**src/rtl/move_selector.sv**
```systemverilog
// move_selector: scans nine per-square candidate scores, one beat per square. It returns the
// highest-scoring free square; on a tie the lowest square index wins. The result is held under
// a valid/ready handshake.
// Optional feature: define MOVE_SEL_ERR_EN to add the 'err' output. 'err' is high together
// with move_valid when no free square exists.
module move_selector #(
    parameter int unsigned N = 8
) (
    input  logic         clk,
    input  logic         resetb,
    input  logic         start,
    input  logic [8:0]   occupied,
    input  logic [N-1:0] score,
    input  logic         score_valid,
    output logic         score_ready,
    output logic         move_valid,
    input  logic         move_ready,
    output logic [3:0]   move_idx,
    output logic [8:0]   move_onehot,
    output logic [N-1:0] best_score,
`ifdef MOVE_SEL_ERR_EN
    output logic         err,
`endif
    output logic         busy
);

    typedef enum logic [1:0] {StIdle, StScan, StDone} state_e;

    localparam logic [3:0] NoMove  = 4'hF;
    localparam logic [3:0] LastSq  = 4'd8;

    state_e         state_q, state_d;
    logic [3:0]     cnt_q, cnt_d;
    logic [8:0]     occ_q, occ_d;
    logic           best_valid_q, best_valid_d;
    logic [3:0]     best_idx_q, best_idx_d;
    logic [N-1:0]   best_score_q, best_score_d;
    logic [3:0]     res_idx_q, res_idx_d;
    logic [8:0]     res_onehot_q, res_onehot_d;
    logic [N-1:0]   res_score_q, res_score_d;
    logic           res_none_q, res_none_d;

    logic           start_acc;
    logic           beat_acc;
    logic           last_beat;
    logic           take;
    logic           handshake;

    // State register
    always_ff @(posedge clk or negedge resetb) begin
        if (!resetb) begin
            state_q <= StIdle;
        end else begin
            state_q <= state_d;
        end
    end

    // Next-state logic
    always_comb begin
        state_d = state_q;
        unique case (state_q)
            StIdle:  if (start) state_d = StScan;
            StScan:  if (last_beat) state_d = StDone;
            StDone:  if (move_ready) state_d = StIdle;
            default: state_d = StIdle;
        endcase
    end

    // Handshake outputs decoded from the state
    always_comb begin
        score_ready = (state_q == StScan);
        move_valid  = (state_q == StDone);
        busy        = (state_q != StIdle);
    end

    assign start_acc = (state_q == StIdle) && start;
    assign beat_acc  = (state_q == StScan) && score_valid;
    assign last_beat = beat_acc && (cnt_q == LastSq);
    assign handshake = (state_q == StDone) && move_ready;
    // Strict compare: an equal score on a later square never displaces the held best.
    assign take      = beat_acc && !occ_q[cnt_q] && (!best_valid_q || (score > best_score_q));

    // Scan datapath: beat counter, running best, result capture on the final beat
    always_comb begin
        cnt_d        = cnt_q;
        occ_d        = occ_q;
        best_valid_d = best_valid_q;
        best_idx_d   = best_idx_q;
        best_score_d = best_score_q;
        res_idx_d    = res_idx_q;
        res_onehot_d = res_onehot_q;
        res_score_d  = res_score_q;
        res_none_d   = res_none_q;

        if (start_acc) begin
            occ_d        = occupied;
            cnt_d        = 4'd0;
            best_valid_d = 1'b0;
            best_idx_d   = NoMove;
            best_score_d = '0;
        end

        if (beat_acc) begin
            cnt_d = last_beat ? 4'd0 : cnt_q + 4'd1;
            if (take) begin
                best_valid_d = 1'b1;
                best_idx_d   = cnt_q;
                best_score_d = score;
            end
        end

        // Capture the final result from the updated best so the last beat is included.
        if (last_beat) begin
            if (best_valid_d) begin
                res_idx_d    = best_idx_d;
                res_onehot_d = 9'd1 << best_idx_d;
                res_score_d  = best_score_d;
                res_none_d   = 1'b0;
            end else begin
                res_idx_d    = NoMove;
                res_onehot_d = '0;
                res_score_d  = '0;
                res_none_d   = 1'b1;
            end
        end

        if (handshake) begin
            res_idx_d    = NoMove;
            res_onehot_d = '0;
            res_score_d  = '0;
            res_none_d   = 1'b0;
        end
    end

    // Datapath registers
    always_ff @(posedge clk or negedge resetb) begin
        if (!resetb) begin
            cnt_q        <= 4'd0;
            occ_q        <= '0;
            best_valid_q <= 1'b0;
            best_idx_q   <= NoMove;
            best_score_q <= '0;
            res_idx_q    <= NoMove;
            res_onehot_q <= '0;
            res_score_q  <= '0;
            res_none_q   <= 1'b0;
        end else begin
            cnt_q        <= cnt_d;
            occ_q        <= occ_d;
            best_valid_q <= best_valid_d;
            best_idx_q   <= best_idx_d;
            best_score_q <= best_score_d;
            res_idx_q    <= res_idx_d;
            res_onehot_q <= res_onehot_d;
            res_score_q  <= res_score_d;
            res_none_q   <= res_none_d;
        end
    end

    assign move_idx    = res_idx_q;
    assign move_onehot = res_onehot_q;
    assign best_score  = res_score_q;

`ifdef MOVE_SEL_ERR_EN
    assign err = res_none_q;
`else
    logic unused_none;
    assign unused_none = res_none_q;
`endif

endmodule

```
**config.mk**
```make
export PLATFORM = sky130hd
export DESIGN_NAME = move_selector
export DESIGN_NICKNAME = d
export VERILOG_FILES = /design/src/rtl/move_selector.sv
export SDC_FILE = /design/constraint.sdc
export NUM_CORES = 1
export LEC_CHECK = 0
export BUFFER_PORTS_ARGS = -buffer_cell sky130_fd_sc_hd__buf_4
export CORE_MARGIN = 2
export CORE_UTILIZATION = 53
export CTS_CLUSTER_SIZE = 14
export DETAILED_ROUTE_END_ITERATION = 6
export PLACE_DENSITY = 0.86
export SLEW_MARGIN = 20
export SYNTH_ARGS = -nofsm -noshare
export SYNTH_HDL_FRONTEND = slang
export SYNTH_SLANG_ARGS = --single-unit
```
**constraint.sdc**
```tcl
create_clock -name clk -period 2.51 [get_ports clk]
set_input_delay 0.502 -clock clk [delete_from_list [all_inputs] [get_ports clk]]
set_output_delay 0.502 -clock clk [all_outputs]
set_load 0.05 [all_outputs]
```
==> flow_summary.ini <==
[status]
outcome = completed

[power]
ir_worst_vdd_mv = 0.7461
sw_frac_of_total_pct = 42.04
p_per_area_nw_per_um2 = 1324
seq_power_share_pct = 35.4
total_power_uw = 3999
power.leakage_uw = 0.001398
p_sw_uw = 1681
p_int_uw = 2318
combPwrFrac_pct = 47.9
clkPwrFrac_pct = 16.7

[finish]
drive_gt1_share_pct = 31.38
nets = 321
area_growth_pct = 21.86
stdcell_count = 342
n_antenna_cell = 0

[floorplanning]
die_area_um2 = 5240
coreArea_um2 = 4444
fp.dieH_um = 72.39
ios = 46
rows = 24
die_w_um = 72.39
initial_core_util_pct = 55.77

[timing]
relSlewSlack_pct = 59.99
setup_viol = 0
holdWs_ns = 0.1893
maxSlewViolCount = 0
min_period_over_period_pct = 92.89
max_clock_freq_mhz = 428.9
tightest_slew_ns = 0.6001
hold_violations = 0
skew_ns = 0.01289
rsz0062_at_grt = false
post-route-min-period_ns = 2.331

[clock_tree]
cts_buffers = 5
postCtsSetupBuffers = 0
cts_buffer_depth = 2
cts_max_level = 2
cts_tree = done
ctsResizeCount = 0
clkLatencyLatePin_ns = 0.31
clkSinkCount = 49
cts_hold_buf = 0
clk_pin_slew_worst_paths_ns = 0.09
root_buffer = clkbuf_8

[synthesis]
synthesis.nets = 272
async_reset_ff_share_pct = 100.0
synth_most_common_cell = dfrtp_1
yosys.cell_types.count = 45
synth_seq_area_share_pct = 49.87
yosysTopAreaCell = dfrtp_1
yosysTopAreaCellShare_pct = 41.39
synthTopCellsByArea = dfrtp_1, dfstp_2, mux2_2
synth.avg_cell_area_um2 = 10.33
ys.flop_type = dfrtp_1
yosys_warnings = 0
synthCells = 240
synth_common_cells = dfrtp_1, nand2_1, inv_1, nand3_1, mux2_2
synth.cell_area_um2 = 2479
ys_ff_latch = 49
synth_edf_count = 0

[drt]
routed_wl_um = 5511
routed_via_density = 5.874
postRouteAntennaNets = 0
via_count = 2009
first_pass_iters = 4
wl_per_cell_um = 16.11
drtIter0Drc = 210
drc = 0

[setup_path]
path_max_fanout = 13
worstSetupStartpointType = flop
arrival_ns = 2.56
worstSetupPathType = reg2reg
worstPathRequired_ns = 2.74
worstSetupEndpointType = flop

[global_route]
grt_max_degree = 50
grt-ovfl-total = 0
grt_pass1_vias = 1956
antenna_found_initial = 0
grt_pass1_wl_um = 9418
grt_usage_pct = 23.37

[placement]
port_buffers = 45
place_inst = 334
dp_hpwl_um = 3970
gp_congestion = 0.9061

[flow_run]
maxCapViolCount = 0

[worst_hold_path]
hold_path.class = in2async
## cell type report
| type | instances | area (µm²) |
|---|---|---|
| repair buffers | 56 | 420.4 |
| inverters | 16 | 60.06 |
| multi-input cells | 161 | 1105 |
| clock inverters | 3 | 65.06 |
| fillers | 344 | 1424 |
| clock buffers | 5 | 68.82 |
| flip-flops and latches | 49 | 1236 |
| well taps | 52 | 65.06 |
## path summary, 6_finish.rpt
| kind | from | to | slack [ns] | depth (start not counted) |
|---|---|---|---|---|
| max in group asynchronous | resetb | best_score[5]$_DFFE_PN0P_ | 1.91 | 1 |
| min | resetb | occ_q[8]$_DFFE_PN0P_ | 0.19 | 1 |
| max | cnt_q[0]$_DFFE_PN0P_ | move_idx[1]$_DFFE_PN1P_ | 0.18 | 7 |
| min reg2reg | move_onehot[2]$_DFFE_PN0P_ | move_onehot[2]$_DFFE_PN0P_ | 0.49 | 2 |
| min in group clk | move_ready | state_q[1]$_DFFE_PN0P_ | 0.42 | 2 |
| max reg2reg | cnt_q[0]$_DFFE_PN0P_ | move_idx[1]$_DFFE_PN1P_ | 0.18 | 7 |
## cells in the final DEF (no fill, tap or decap), types with 8 or more instances in the layout
master   synthesis  final
nand2_1         29     29
dfrtp_1         41     41
nor3_1           8      8
a22o_1          11     11
buf_4            3     56
a21oi_1         10     10
inv_1           16     16
ha_1            10     10
nor2_1          13     13
mux2_2          14     14
nand3_1         15     15
dfstp_2          8      8
o21ai_0          8      8
## worst max-delay path: stages (launching register included)
cell and delay [ns]:
dfrtp_1 0.56, mux2_2 0.39, nand3_1 0.09, a41oi_1 0.22, a211oi_4 0.45, buf_4 0.27
nor3_1 0.08, nor3_1 0.19
## sequential cells by signal (all words and copies together) (netlist names)
register,count
move_idx,4
best_score,8
best_valid_q,1
move_onehot,9
best_score_q,8
best_idx_q,4
occ_q,9
cnt_q,4
state_q,2
## metal layers
layer,share of wire (%),vias up,track usage [%]
met3,5.6,9,4.167
met4,1.8,0,9.465
met2,47,63,36.49
li1,-,965,-
met5,0,-,0
met1,45,972,32.48
## power groups by stage
stage	clock network [µW]	registers, µW	logic, µW
floorplan	0	1680	1140
global placement	0	1410	1850
detailed placement	0	1420	1910
CTS	670	1410	1920
global route	703	1460	2080
finish	667	1420	1910
## cells by family (layout without fill, tap and decap cells)
logic type / Yosys count / after routing / synth area share [%]
flops: 49 / 49 / 49.87
mux: 16 / 16 / 7.168
buf+inv: 30 / 80 / 5.855
simple gates: 79 / 79 / 14.79
compound gates: 56 / 56 / 17.26
fa+ha+maj: 10 / 10 / 5.048
## metrics by stage
stage	worst slack, ns	TNS, ns	area, µm²	util, %
floorplan	0.2943	0	2479	-
global placement	0.05637	0	2879	64.78
detailed placement	-0.01075	-0.01308	2879	64.78
CTS	0.1452	0	3013	67.79
global route	0.07422	0	3020	67.96
finish	0.1786	0	3020	67.96
(Power assumes the default switching activity.)
